`config.mk`:
```
export PLATFORM = sky130hd
export DESIGN_NAME = serial_chunk_adder
export DESIGN_NICKNAME = d
export VERILOG_FILES = /design/src/rtl/adder_pkg.sv /design/src/rtl/chunk_adder.sv /design/src/rtl/fulladder.sv /design/src/rtl/serial_chunk_adder.sv
export SDC_FILE = /design/constraint.sdc
export NUM_CORES = 1
export LEC_CHECK = 0
export ABC_CLOCK_PERIOD_IN_PS = 4200
export BUFFER_PORTS_ARGS = -buffer_cell sky130_fd_sc_hd__buf_2
export CAP_MARGIN = 20
export CORE_ASPECT_RATIO = 1.75
export CORE_MARGIN = 1.5
export CORE_UTILIZATION = 35
export CTS_CLUSTER_SIZE = 40
export DETAILED_ROUTE_END_ITERATION = 16
export REMOVE_ABC_BUFFERS = 1
export SETUP_SLACK_MARGIN = 0.02
export SYNTH_ARGS = -nofsm -noshare
export SYNTH_HDL_FRONTEND = slang
export SYNTH_SLANG_ARGS = --single-unit
```
`constraint.sdc`:
```
create_clock -name clk -period 4.2 [get_ports clk]
set_clock_uncertainty 0.1 [all_clocks]
set_input_delay 0 -clock clk [delete_from_list [all_inputs] [get_ports clk]]
set_output_delay 0 -clock clk [all_outputs]
set_load 0.01 [all_outputs]
```
`src/rtl/adder_pkg.sv`:
```
// ---------------------------------------------------------------------------
// adder_pkg
// Shared definitions for the serial chunk adder:
//   state_e    - FSM state encoding (IDLE / RUN / DONE)
//   cnt_width  - width of the chunk counter for a given chunk count
// ---------------------------------------------------------------------------
package adder_pkg;

   typedef enum logic [1:0] {
      ST_IDLE = 2'd0,
      ST_RUN  = 2'd1,
      ST_DONE = 2'd2
   } state_e;

   // A counter for n chunks needs clog2(n) bits. It always has at least one
   // bit, so that a single-chunk configuration still has a legal vector.
   function automatic int cnt_width(input int n);
      return (n > 1) ? $clog2(n) : 1;
   endfunction

endpackage

```
`src/rtl/chunk_adder.sv`:
```
// ---------------------------------------------------------------------------
// chunk_adder
// Combinational CHUNK-bit ripple adder built from fulladder cells.
//   a, b   : CHUNK-bit operands
//   c_in   : carry into bit 0
//   s      : CHUNK-bit sum
//   c_out  : carry out of bit CHUNK-1
//   c_msb  : carry into bit CHUNK-1 (XOR with c_out gives signed overflow)
// ---------------------------------------------------------------------------
module chunk_adder #(
   parameter int CHUNK = 4
) (
   input  logic [CHUNK-1:0] a,
   input  logic [CHUNK-1:0] b,
   input  logic             c_in,
   output logic [CHUNK-1:0] s,
   output logic             c_out,
   output logic             c_msb
);

   // c[i] is the carry into bit i; c[CHUNK] is the carry out of the chunk.
   logic [CHUNK:0] c;

   assign c[0] = c_in;

   for (genvar i = 0; i < CHUNK; i++) begin : g_bit
      fulladder u_fa (
         .a  (a[i]),
         .b  (b[i]),
         .ci (c[i]),
         .s  (s[i]),
         .co (c[i+1])
      );
   end

   assign c_out = c[CHUNK];
   assign c_msb = c[CHUNK-1];

endmodule

```
`src/rtl/fulladder.sv`:
```
// ---------------------------------------------------------------------------
// fulladder
// Single-bit full adder cell.
//   a, b, ci : input  bits
//   s        : sum bit
//   co       : carry out
// ---------------------------------------------------------------------------
module fulladder (
   input  logic a,
   input  logic b,
   input  logic ci,
   output logic s,
   output logic co
);

   assign s  = a ^ b ^ ci;
   assign co = (a & b) | (ci & (a ^ b));

endmodule

```
`src/rtl/serial_chunk_adder.sv`:
```
// ---------------------------------------------------------------------------
// serial_chunk_adder
// Multi-cycle WIDTH-bit adder/subtractor processing CHUNK bits per clock,
// least-significant chunk first.
//   clk, rst_n : clock, asynchronous active-low reset
//   start      : request, sampled when not busy (IDLE or DONE)
//   sub        : 0 -> a+b+ci, 1 -> a-b (ci ignored)
//   ci         : carry-in for add mode
//   a, b       : operands, captured on an accepted start
//   busy       : high while chunks are being processed
//   done       : one-cycle pulse, result valid
//   sum        : result, held from done until the next accepted start
//   co         : carry out of the MSB (for sub: 1 = no borrow)
//   ovf        : signed overflow
// ---------------------------------------------------------------------------
module serial_chunk_adder
   import adder_pkg::*;
#(
   parameter int WIDTH = 16,
   parameter int CHUNK = 4
) (
   input  logic             clk,
   input  logic             rst_n,
   input  logic             start,
   input  logic             sub,
   input  logic             ci,
   input  logic [WIDTH-1:0] a,
   input  logic [WIDTH-1:0] b,
   output logic             busy,
   output logic             done,
   output logic [WIDTH-1:0] sum,
   output logic             co,
   output logic             ovf
);

   localparam int N  = WIDTH / CHUNK;
   localparam int CW = cnt_width(N);
   localparam logic [CW-1:0] LAST = CW'(N - 1);

   state_e           state_q, state_d;
   logic [CW-1:0]    cnt_q, cnt_d;
   logic [WIDTH-1:0] a_q, a_d;
   logic [WIDTH-1:0] b_q, b_d;
   logic             carry_q, carry_d;
   logic [WIDTH-1:0] sum_q, sum_d;
   logic             co_q, co_d;
   logic             ovf_q, ovf_d;

   logic [CHUNK-1:0] ch_s;
   logic             ch_cout;
   logic             ch_cmsb;

   // The operand registers shift right each RUN cycle, so the current chunk
   // is always in the low CHUNK bits.
   chunk_adder #(.CHUNK(CHUNK)) u_chunk (
      .a     (a_q[CHUNK-1:0]),
      .b     (b_q[CHUNK-1:0]),
      .c_in  (carry_q),
      .s     (ch_s),
      .c_out (ch_cout),
      .c_msb (ch_cmsb)
   );

   always_comb begin
      state_d = state_q;
      cnt_d   = cnt_q;
      a_d     = a_q;
      b_d     = b_q;
      carry_d = carry_q;
      sum_d   = sum_q;
      co_d    = co_q;
      ovf_d   = ovf_q;

      case (state_q)
         ST_RUN: begin
            a_d     = a_q >> CHUNK;
            b_d     = b_q >> CHUNK;
            // New chunk enters at the top; after N cycles the first chunk
            // has reached bit 0 and the result is in place.
            sum_d   = (sum_q >> CHUNK) | (WIDTH'(ch_s) << (WIDTH - CHUNK));
            carry_d = ch_cout;
            cnt_d   = cnt_q + 1'b1;
            if (cnt_q == LAST) begin
               state_d = ST_DONE;
               co_d    = ch_cout;
               ovf_d   = ch_cout ^ ch_cmsb;
            end
         end
         default: begin
            // IDLE and DONE both accept a new request.
            if (start) begin
               a_d     = a;
               b_d     = sub ? ~b : b;
               // Subtraction is a + ~b + 1: the +1 rides in on the carry.
               carry_d = sub | ci;
               cnt_d   = '0;
               state_d = ST_RUN;
            end else begin
               state_d = ST_IDLE;
            end
         end
      endcase
   end

   always_ff @(posedge clk or negedge rst_n) begin
      if (!rst_n) begin
         state_q <= ST_IDLE;
         cnt_q   <= '0;
         sum_q   <= '0;
         co_q    <= 1'b0;
         ovf_q   <= 1'b0;
      end else begin
         state_q <= state_d;
         cnt_q   <= cnt_d;
         sum_q   <= sum_d;
         co_q    <= co_d;
         ovf_q   <= ovf_d;
      end
   end

   // Operand and carry registers are always reloaded before use.
   always_ff @(posedge clk) begin
      a_q     <= a_d;
      b_q     <= b_d;
      carry_q <= carry_d;
   end

   assign busy = (state_q == ST_RUN);
   assign done = (state_q == ST_DONE);
   assign sum  = sum_q;
   assign co   = co_q;
   assign ovf  = ovf_q;

endmodule

```
## Word level (Yosys, flattened, before mapping)

Index checks and enable logic that the tools add are counted.

- Flip-flop bits (word level): 55
- Output and inout port bits: 20

- $add $sub $neg: 1
- Equal/unequal tests: 4
- Multiplexer cells: 12
- Bitwise operators: 24
- Reductions and logical operators: 2

Operator list:

| operator | number |
|---|---|
| 2-to-1 mux 12 bit | 4 |
| 2-to-1 mux 16 bit | 1 |
| inverter 16 bit | 1 |
| OR 12 x 16 -> 16 bit | 1 |
| XOR 1 bit | 9 |
| AND 1 bit | 8 |
| 2-to-1 mux 2 bit | 4 |
| OR 1 bit | 5 |
| equality test 2 bit (second input constant) | 2 |
| 2-to-1 mux 1 bit | 3 |
| adder 2 x 1 -> 2 bit (second input constant) | 1 |
| equality test 2 x 1 -> 1 bit (second input constant) | 1 |
| != test 2 x 1 -> 1 bit (second input constant) | 1 |
| AND reduction 2 bit | 1 |
| nonzero test 2 bit | 1 |

## Depth between registers and ports, before layout

Gate-level depths: netlist (run 1).

- Depth after elaboration: 10
- Depth in mapped cells: 9
- Depth with buffers taken out: 9

## By module

Synthesis (run 1) repeated with hierarchy kept, for this count alone.

- Cell total of the unflattened synthesis: 232
- Area, all modules: 2,392.3 um^2

By module, submodules not included:

| module | instances | cells an instance | area each (um^2) | seq. area each (um^2) |
|---|---|---|---|---|
| serial_chunk_adder | 1 | 228 | 2,312.2 | 1,461.4 |
| fulladder | 4 | 1 | 20.0 | 0.0 |

## Least setup slack after synthesis (run 1)

OpenSTA, ideal clock, no wires.

- Kind: register to register
- From: reg carry_q
- To: reg sum_q[15], in the netlist sum[15]
- Data arrival time: 2.030 ns
- Data required time: 4.017 ns
- Setup slack: 1.987 ns
- Cell stages (with the launch flop): 9
- Path buffers: 0
- Period minus slack after synthesis: 2.213 ns
- Cell sequence: edfxtp_1 > fa_1 > inv_1 > fa_1 > inv_1 > fa_1 > inv_1 > fa_1 > o21ai_0

- Cells in the longest elaborated chain, start to end: 8

RTL lines:

| item | line | text |
|---|---|---|
| start: declaration | serial_chunk_adder.sv:44 | `logic carry_q, carry_d;` |
| start signal: assignment | serial_chunk_adder.sv:125 | `carry_q <= carry_d;` |
| AND 1 bit | fulladder.sv:17 | `assign co = (a & b) \| (ci & (a ^ b));` |
| OR 1 bit | fulladder.sv:17 |  |
| AND 1 bit | fulladder.sv:17 |  |
| OR 1 bit | fulladder.sv:17 |  |
| AND 1 bit | fulladder.sv:17 |  |
| OR 1 bit | fulladder.sv:17 |  |
| XOR 1 bit | fulladder.sv:16 | `assign s = a ^ b ^ ci;` |
| OR 12 x 16 -> 16 bit | serial_chunk_adder.sv:80 | `sum_d = (sum_q >> CHUNK) \| (WIDTH'(ch_s) << (WIDTH - CHUNK));` |
| end signal: assignment | serial_chunk_adder.sv:115 | `sum_q <= sum_d;` |
| end: declaration | serial_chunk_adder.sv:45 | `logic [WIDTH-1:0] sum_q, sum_d;` |

Every way passes these cells.
A chain may end at the register's enable or synchronous reset.

## Worst setup path in the final report (run 1)

Ends and elaborated chain as after synthesis.

==> results of run 1 <==
## metrics by stage
stage,cells,instance area (µm²)
floorplan,223,2340
global placement,364,2733
detailed placement,364,2733
CTS,404,3209
global route,404,3209
finish,404,3209
## cell usage in the layout (no fill, tap or decap), types with 6 or more instances in the layout
cell type       n
nand2_1        96
buf_2          56
dlygate4sd3_1  32
edfxtp_1       25
dfrtp_1        22
xnor2_1        16
o21ai_0        16
inv_1           8
dfxtp_1         8
o21ai_1         6
## power groups by stage
stage | clock [mW] | sequential, mW | combinational [mW]
floorplan | 0 | 1.02 | 0.500
global placement | 0 | 0.993 | 0.767
detailed placement | 0 | 1.00 | 0.796
CTS | 0.445 | 0.991 | 0.819
global route | 0.465 | 1.02 | 0.941
finish | 0.430 | 0.986 | 0.798
## kinds of logic (layout without fill, tap and decap cells)
group                    count (synthesis)  after routing  share of synthesized area, %
flip-flops                              55             55                         59.20
buffers and inverters                   23            106                         6.589
multiplexers                             5              5                         2.027
AO/OA/AOI/OAI                           26             26                         5.271
AND/OR/NAND/NOR                        106            106                         17.13
XOR/XNOR                                17             17                         6.031
adder cells (fa/ha/maj)                  5              5                         3.751
## area by class of cell
cell class,count,area [µm²],share of cell area (%)
Timing Repair Buffer,89,608.1,18.95
Clock buffer,8,156.4,4.873
Inverter,9,33.78,1.053
Sequential cell,55,1461,45.54
Tap cell,84,105.1,3.275
Multi-Input combinational cell,159,844.6,26.32
## flip-flops by register name, indices dropped and copies added (netlist names)
name	cells
a_q	16
b_q	16
carry_q	1
cnt_q	2
co	1
ovf	1
state_q	2
sum	16
## worst reg2reg max path, delay by kind of cell, from the launching register on
kind / cells / cell delay [ns]
AOI/OAI and AO/OA: 1 / 0.16
DFF: 1 / 0.39
buffers and inverters: 3 / 0.20
adders and majority gates: 4 / 1.37
## routing by layer
metal	up-vias	GRT usage, %	part of all wire, %
met3	7	2.655	3.8
met4	0	4.490	1.5
met1	795	15.69	44
met2	45	22.47	51
met5	-	0	0
li1	913	-	-
## worst paths after layout
| path | start | end | cells past startpoint |
|---|---|---|---|
| max reg2reg | carry_q | sum[15] | 8 |
| min reg2reg | sum[3] | sum[3] | 2 |
| max | carry_q | sum[15] | 8 |
| min | start | b_q[12] | 2 |
| min in group asynchronous | rst_n | sum[3] | 2 |
| max in group asynchronous | rst_n | sum[12] | 2 |
==> impl_metrics.tcl, run 1 <==
set metrics [dict create \
    cp_top_family "adder cells" \
    max_stage_delay_ns 0.42 \
    drt_pass1_iterations 4 \
    syn-instance-count 237 \
    grt_overflow 0 \
    postCtsHoldBufs 32 \
    finalHoldViolCount 0 \
    ys_seq_area_share_pct 59.20 \
    swShare_pct 35.30 \
    die_area_um2 7586 \
    combPwrFrac_pct 36.0 \
    cp.required_ns 4.31 \
    final-setup-viol-count 0 \
    critical_path_class "flop to flop" \
    fin_ws_ns 1.897 \
    synthesis.area_um2 2469 \
    grt_first_pass_wirelength_mm 7.548 \
    vias_per_cell 4.356 \
    fin_setup_tns_ns 0 \
    hpwl_mm 2.853 \
    seqPwrFrac_pct 44.5 \
    cp_cell_sequence "fa_1, inv_1, fa_1, inv_1, fa_1, inv_1, fa_1, o21ai_0" \
    grt_pass1_vias 1674 \
    finalPower_mw 2.214 \
    num_io_pins 57 \
    p_leak_nw 1.517 \
    yosysTopAreaCellShare_pct 30.41 \
    layout_min_cycle_time_ns 2.303 \
    wl_per_cell_um 11.27 \
    htree_num_levels 2 \
    remaining_drc_errors 0 \
    synth_edf_count 25 \
    die_h_um 114.1 \
    clk_latency_ns 0.29 \
    netlist_top_cells_count "nand2_1 (96), edfxtp_1 (25), dfrtp_1 (22)" \
    p_per_area_nw_per_um2 689.9 \
    cts_buffers 5 \
    yosysTopAreaCell "edfxtp_1" \
    post_cts_resize_count 0 \
    worstSetupStartpointType "flop" \
    power_frac_clock_pct 19.4 \
    timing.slew.headroom_pct 41.61 \
    antenna_left 0 \
    crit_path_max_fanout 2 \
    rows 40 \
    max_cap_violations 0 \
    antenna_found_initial 0 \
    grt_start_max_net_pins 57 \
    clk_pin_slew_ns 0.07 \
    p_sw_mw 0.7816 \
    status "complete, no violations" \
    yosysWarnings 0 \
    yosysUniqueCellTypes 24 \
    cp.arrival_ns 2.41 \
    worstMarginPinSlew_ns 0.8758 \
    fmax_mhz 434.3 \
    ys_seq_elements 55 \
    routed_wl_mm 4.554 \
    nets 361 \
    drv_slew 0 \
    drtIter0Drc 78 \
    async_flop_share_pct 40.00 \
    diodes 0 \
    pre_cts_slack_ns 1.898 \
    cts_tree "yes" \
    initial_core_util_pct 36.00 \
    intPower_mw 1.432 \
    fin_util_pct 46.81 \
    finalCritPeriodShare_pct 54.82 \
    clock-sinks 55 \
    synth_ff_type "edfxtp_1" \
    cp_slowest_cell "fa_1" \
    min_path_type "primary input to flop" \
    gp_congestion 0.6789 \
    portBuffers 56 \
    drive_gt1_share_pct 20.63 \
    grtUsageTotal_pct 12.96 \
    cts_buffer_depth 2 \
    r2r_slack_ns 1.90 \
    n_fill_cell 657 \
    cts_setup_buffers 0 \
    core-area_um2 6857 \
    synthTopCellsByArea "edfxtp_1 (30%), dfrtp_1 (22%), nand2_1 (15%)" \
    whs_ns 0.003368 \
    cts-root-buf "clkbuf_16" \
    die_w_um 66.49 \
    path_buf_inv 3 \
    via_count 1760 \
    critPathCaptureType "flop" \
    rsz0062_at_grt "false" \
    areaGrowthSynthToFinish_pct 30.01 \
    syn_area_per_cell_um2 10.42 \
    ir_drop_mv 0.3464 \
    crit_path_frequent_cell "fa_1" \
    yosysMostFrequentCell "nand2_1" \
]
Note: power is estimated with default switching activity, not from simulation.
==> run 2: changes to the inputs <==
ABC_AREA = 1   (was not set)
ABC_CLOCK_PERIOD_IN_PS = 1900   (was 4200)
clock period = 1.9 ns   (was 4.2 ns; I/O delays follow)
==> impl_metrics.tcl, run 2 <==
set metrics [dict create \
    status "finished, violations left" \
    violations "negative setup slack" \
    initial_core_util_pct 36.61 \
    yosysWarnings 0 \
    path_buf_inv 3 \
    ir_drop_mv 0.6122 \
    rsz0062_at_grt "true" \
    areaGrowthSynthToFinish_pct 32.95 \
    ys_seq_elements 55 \
    cp.required_ns 2.02 \
    htree_num_levels 2 \
    grt_first_pass_wirelength_mm 8.832 \
    fin_ws_ns -0.2862 \
    drt_pass1_iterations 4 \
    finalHoldViolCount 0 \
    grt_pass1_vias 2001 \
    wl_per_cell_um 11.21 \
    vias_per_cell 4.459 \
    worstMarginPinSlew_ns 0.5142 \
    core-area_um2 6907 \
    via_count 2060 \
    clk_latency_ns 0.29 \
    critPathCaptureType "flop" \
    syn_area_per_cell_um2 8.780 \
    gp_congestion 0.7320 \
    finalCritPeriodShare_pct 115.1 \
    drtIter0Drc 62 \
    yosysUniqueCellTypes 19 \
    rows 40 \
    grt_overflow 0 \
    drive_gt1_share_pct 23.81 \
    diodes 0 \
    critical_path_class "flop to flop" \
    cp_cell_sequence "fa_2, inv_2, fa_1, inv_1, fa_2, inv_2, fa_2, o21ai_2" \
    hold_start "b[4]" \
    synth_ff_type "edfxtp_1" \
    yosysTopAreaCellShare_pct 29.69 \
    timing.slew.headroom_pct 65.72 \
    clock-sinks 55 \
    final_cells 462 \
    hpwl_mm 3.434 \
    num_io_pins 57 \
    reg2reg_to "sum[15]" \
    drv_slew 0 \
    clk_pin_slew_ns 0.07 \
    r2r.worst_path.cells 8 \
    crit_path_frequent_cell "fa_2" \
    cp.arrival_ns 2.30 \
    rr_startpoint "b_q[0]" \
    cp_top_family "adder cells" \
    cp_slowest_cell "fa_2" \
    die_area_um2 7764 \
    worstSetupStartpointType "flop" \
    routed_wl_mm 5.177 \
    die_w_um 67.26 \
    p_per_area_nw_per_um2 1535 \
    max_stage_delay_ns 0.43 \
    min_path_cells 4 \
    grtUsageTotal_pct 15.10 \
    final_common_cell "nand2_1" \
    antenna_left 0 \
    min_path_type "primary input to flop" \
    finalPower_mw 5.159 \
    max_cap_violations 0 \
    nets 419 \
    final-setup-viol-count 4 \
    cts_buffers 5 \
    syn-instance-count 288 \
    synth_edf_count 25 \
    worstHoldEndpoint "b_q[4]" \
    async_flop_share_pct 40.00 \
    grt_start_max_net_pins 30 \
    p_leak_nw 1.680 \
    layout_min_cycle_time_ns 2.186 \
    portBuffers 56 \
    yosysMostFrequentCell "nand2_1" \
    netlist_top_cells_count "nand2_1 (136), edfxtp_1 (25), inv_1 (23)" \
    r2r_slack_ns -0.29 \
    cts_tree "yes" \
    ys_seq_area_share_pct 57.79 \
    cts-root-buf "clkbuf_16" \
    yosysTopAreaCell "edfxtp_1" \
    synthTopCellsByArea "edfxtp_1 (30%), dfrtp_1 (22%), nand2_1 (20%)" \
    crit_path_max_fanout 2 \
    die_h_um 115.4 \
    antenna_found_initial 0 \
    cts_buffer_depth 2 \
    synthesis.area_um2 2529 \
    fmax_mhz 457.4 \
    most-common-layout-cells "nand2_1 (136), buf_2 (56), dlygate4sd3_1 (30), edfxtp_1 (25), dfrtp_1 (22)" \
    dp_cells 422 \
    remaining_drc_errors 0 \
]
run 2: cell count changes after synthesis, sizes merged, moves of 2 or more:
cell / delta
inv: +15
a21oi: +2
nand2b: -2
mux2i: -5
o21ai: -5
nand3: +17
xnor2: -16
or2: +11
nand2: +41
buf: -2
nand3b: -2
run 2: what timing repair did:
item,4_1_cts,5_1_grt
gates resized for setup,4,3
hold buffers,30,0
pin swaps,2,2
setup buffers,2,0
setup endpoints to repair,4,5
endpoints found under the hold margin,47,0
run 2: power breakdown:
group | internal [mW] | switching (mW) | total (mW)
clock | 0.491 | 0.384 | 0.875
combinational | 0.871 | 1.27 | 2.14
sequential | 1.92 | 0.225 | 2.14
run 2: area by class of cell:
cell class / count / area [µm²]
multi-input combinational: 196 / 908.4
tap: 84 / 105.1
clock buffer: 8 / 136.4
fill: 665 / 3545
inverter: 24 / 90.09
timing repair buffer: 95 / 660.6
sequential: 55 / 1461
run 2: worst max-delay path by stage:
stage	start	end	slack (ns)	cells past startpoint
5_1_grt	b_q[0]	sum[15]	-0.37	8
2_1_floorplan	carry_q	sum[15]	-0.32	8
3_3_place_gp	carry_q	sum[15]	-0.37	8
6_report	b_q[0]	sum[15]	-0.29	8
3_5_place_dp	carry_q	sum[15]	-0.43	8
4_1_cts	carry_q	sum[15]	-0.32	8
run 2: stage by stage:
step	util [%]	setup TNS [ns]	cell area (µm²)	hold WS, ns	setup WS (ns)
2_1_floorplan	-	-5.588	2449	-0.3956	-0.3233
3_3_place_gp	41.97	-1.280	2899	-0.1134	-0.3688
3_5_place_dp	41.97	-1.456	2899	-0.1018	-0.4252
4_1_cts	48.59	-1.082	3356	0.003363	-0.3245
5_1_grt	48.68	-1.367	3362	0.008512	-0.3712
6_report	48.68	-0.9090	3362	0.001263	-0.2862
run 2: cells by family after synthesis:
family | share of synthesized area [%]
adder cells (fa/ha/maj) | 3.662
buffers and inverters | 6.729
flip-flops | 57.79
AO/OA/AOI/OAI | 4.552
AND/OR/NAND/NOR | 27.26
run 2: per-layer routing:
metal,vias up,global-route usage [%],part of all wire (%),wire length [µm]
li1,1075,-,-,-
met1,926,17.44,41,2148
met2,53,26.60,52,2681
met3,6,3.107,4.8,248
met4,0,6.122,1.9,98
met5,-,0,0,0
run 2: worst register-to-register path: stages (launching register included):
cell and delay (ns):
edfxtp_1 0.40, fa_2 0.39, inv_2 0.06, fa_1 0.15, inv_1 0.05, fa_2 0.34, inv_2 0.07, fa_2 0.43
o21ai_2 0.12
==> run 3: changes to the inputs <==
ABC_CLOCK_PERIOD_IN_PS = 1920   (was 1900)
clock period = 1.92 ns   (was 1.9 ns; I/O delays follow)
==> impl_metrics.tcl, run 3 (same netlist as run 2, synthesis figures left out) <==
set metrics [dict create \
    power_frac_clock_pct 17.2 \
    max_stage_delay_ns 0.43 \
    cts_buffer_depth 2 \
    clk_latency_ns 0.29 \
    grt_first_pass_wirelength_mm 8.500 \
    cp_top_family "adder cells" \
    max_cap_violations 0 \
    path_buf_inv 3 \
    r2r_slack_ns -0.25 \
    intPower_mw 3.204 \
    crit_path_frequent_cell "fa_2" \
    grt_start_max_net_pins 31 \
    final_common_cell "nand2_1" \
    worstHoldEndpoint "b_q[9]" \
    hpwl_mm 3.500 \
    layout_min_cycle_time_ns 2.166 \
    fin_util_pct 49.00 \
    rr_startpoint "carry_q" \
    finalHoldViolCount 0 \
    core-area_um2 6907 \
    htree_num_levels 2 \
    rsz0062_at_grt "true" \
    drt_pass1_iterations 4 \
    remaining_drc_errors 0 \
    p_sw_mw 1.827 \
    clk_pin_slew_ns 0.07 \
    cp_cell_sequence "fa_2, inv_2, fa_1, inv_1, fa_2, inv_2, fa_2, o21ai_2" \
    drive_gt1_share_pct 23.88 \
    cp_slowest_cell "fa_2" \
    cts_tree "yes" \
    crit_path_max_fanout 2 \
    drv_slew 0 \
    combPwrFrac_pct 40.4 \
    finalPower_mw 5.031 \
    critPathCaptureType "flop" \
    final-setup-viol-count 4 \
    cts-root-buf "clkbuf_16" \
    fmax_mhz 461.6 \
    antenna_left 0 \
    areaGrowthSynthToFinish_pct 33.84 \
    most-common-layout-cells "nand2_1 (136), buf_2 (56), dlygate4sd3_1 (34), edfxtp_1 (25), dfrtp_1 (22)" \
    diodes 0 \
    die_area_um2 7764 \
    via_count 2100 \
    rows 40 \
    min_path_cells 4 \
    seqPwrFrac_pct 42.3 \
    swShare_pct 36.31 \
    nets 422 \
    num_io_pins 57 \
    cp.arrival_ns 2.29 \
    drtIter0Drc 81 \
    ir_drop_mv 0.5593 \
    hold_start "b[9]" \
    vias_per_cell 4.516 \
    grtUsageTotal_pct 14.48 \
    critical_path_class "flop to flop" \
    grt_pass1_vias 2006 \
    r2r.worst_path.cells 8 \
    timing.slew.headroom_pct 67.01 \
    grt_overflow 0 \
    min_path_type "primary input to flop" \
    worstSetupStartpointType "flop" \
    p_leak_nw 1.689 \
    die_h_um 115.4 \
    initial_core_util_pct 36.61 \
    p_per_area_nw_per_um2 1486 \
    cts_buffers 5 \
    antenna_found_initial 0 \
    finalCritPeriodShare_pct 112.8 \
    cp.required_ns 2.04 \
    gp_congestion 0.7629 \
    portBuffers 56 \
    status "finished, violations left" \
    violations "negative setup slack" \
    routed_wl_mm 5.051 \
    die_w_um 67.26 \
    reg2reg_to "sum[15]" \
    whs_ns 0.0006167 \
    pre_cts_slack_ns -0.3918 \
    worstMarginPinSlew_ns 0.4948 \
    wl_per_cell_um 10.86 \
    fin_ws_ns -0.2462 \
    clock-sinks 55 \
]
[run 3: worst max path at each step]
stage                     startpoint  depth (start not counted)  endpoint  slack (ns)
after floorplan              carry_q                          8   sum[15]       -0.30
after global placement       carry_q                          8   sum[15]       -0.35
after detailed placement     carry_q                          8   sum[15]       -0.39
after CTS                    carry_q                          8   sum[15]       -0.25
after global routing         carry_q                          8   sum[15]       -0.36
final                        carry_q                          8   sum[15]       -0.25
[run 3: per-stage QoR]
step                      TNS, ns  std cells  instance area [µm²]
after floorplan            -5.008        275                 2449
after global placement     -1.196        423                 2894
after detailed placement   -1.254        423                 2894
after CTS                 -0.7998        465                 3378
after global routing       -1.264        465                 3385
final                     -0.7171        465                 3385
[run 3: power groups by stage]
| stage | sequential, mW | combinational [mW] | clock (mW) |
|---|---|---|---|
| floorplan | 2.21 | 1.14 | 0 |
| global placement | 2.13 | 1.90 | 0 |
| detailed placement | 2.16 | 1.95 | 0 |
| CTS | 2.14 | 2.04 | 0.901 |
| global route | 2.20 | 2.39 | 0.936 |
| finish | 2.13 | 2.03 | 0.867 |
[run 3: routing by layer]
metal	wire length, µm	global-route usage, %
met4	90	6.122
met3	227	3.010
met5	0	0
met1	1995	15.10
met2	2737	27.06
[run 3: repair_timing]
action / 4_1_cts / 5_1_grt
hold buffers: 34 / 0
setup endpoints to repair: 4 / 5
setup buffers: 0 / 0
pin swaps: 1 / 0
endpoints found under the hold margin: 51 / 0
gates resized for setup: 5 / 4
[run 3: cell type report]
type / count / area, µm²
clock buffers: 7 / 132.6
clock inverters: 1 / 6.256
fillers: 685 / 3522
inverters: 24 / 90.09
multi-input cells: 196 / 908.4
flip-flops and latches: 55 / 1461
well taps: 84 / 105.1
repair buffers: 98 / 680.7
[run 3: worst register-to-register path, cell delays in order (launching register included)]
cell	delay [ns]
edfxtp_1	0.40
fa_2	0.40
inv_2	0.06
fa_1	0.14
inv_1	0.05
fa_2	0.34
inv_2	0.07
fa_2	0.43
o21ai_2	0.11
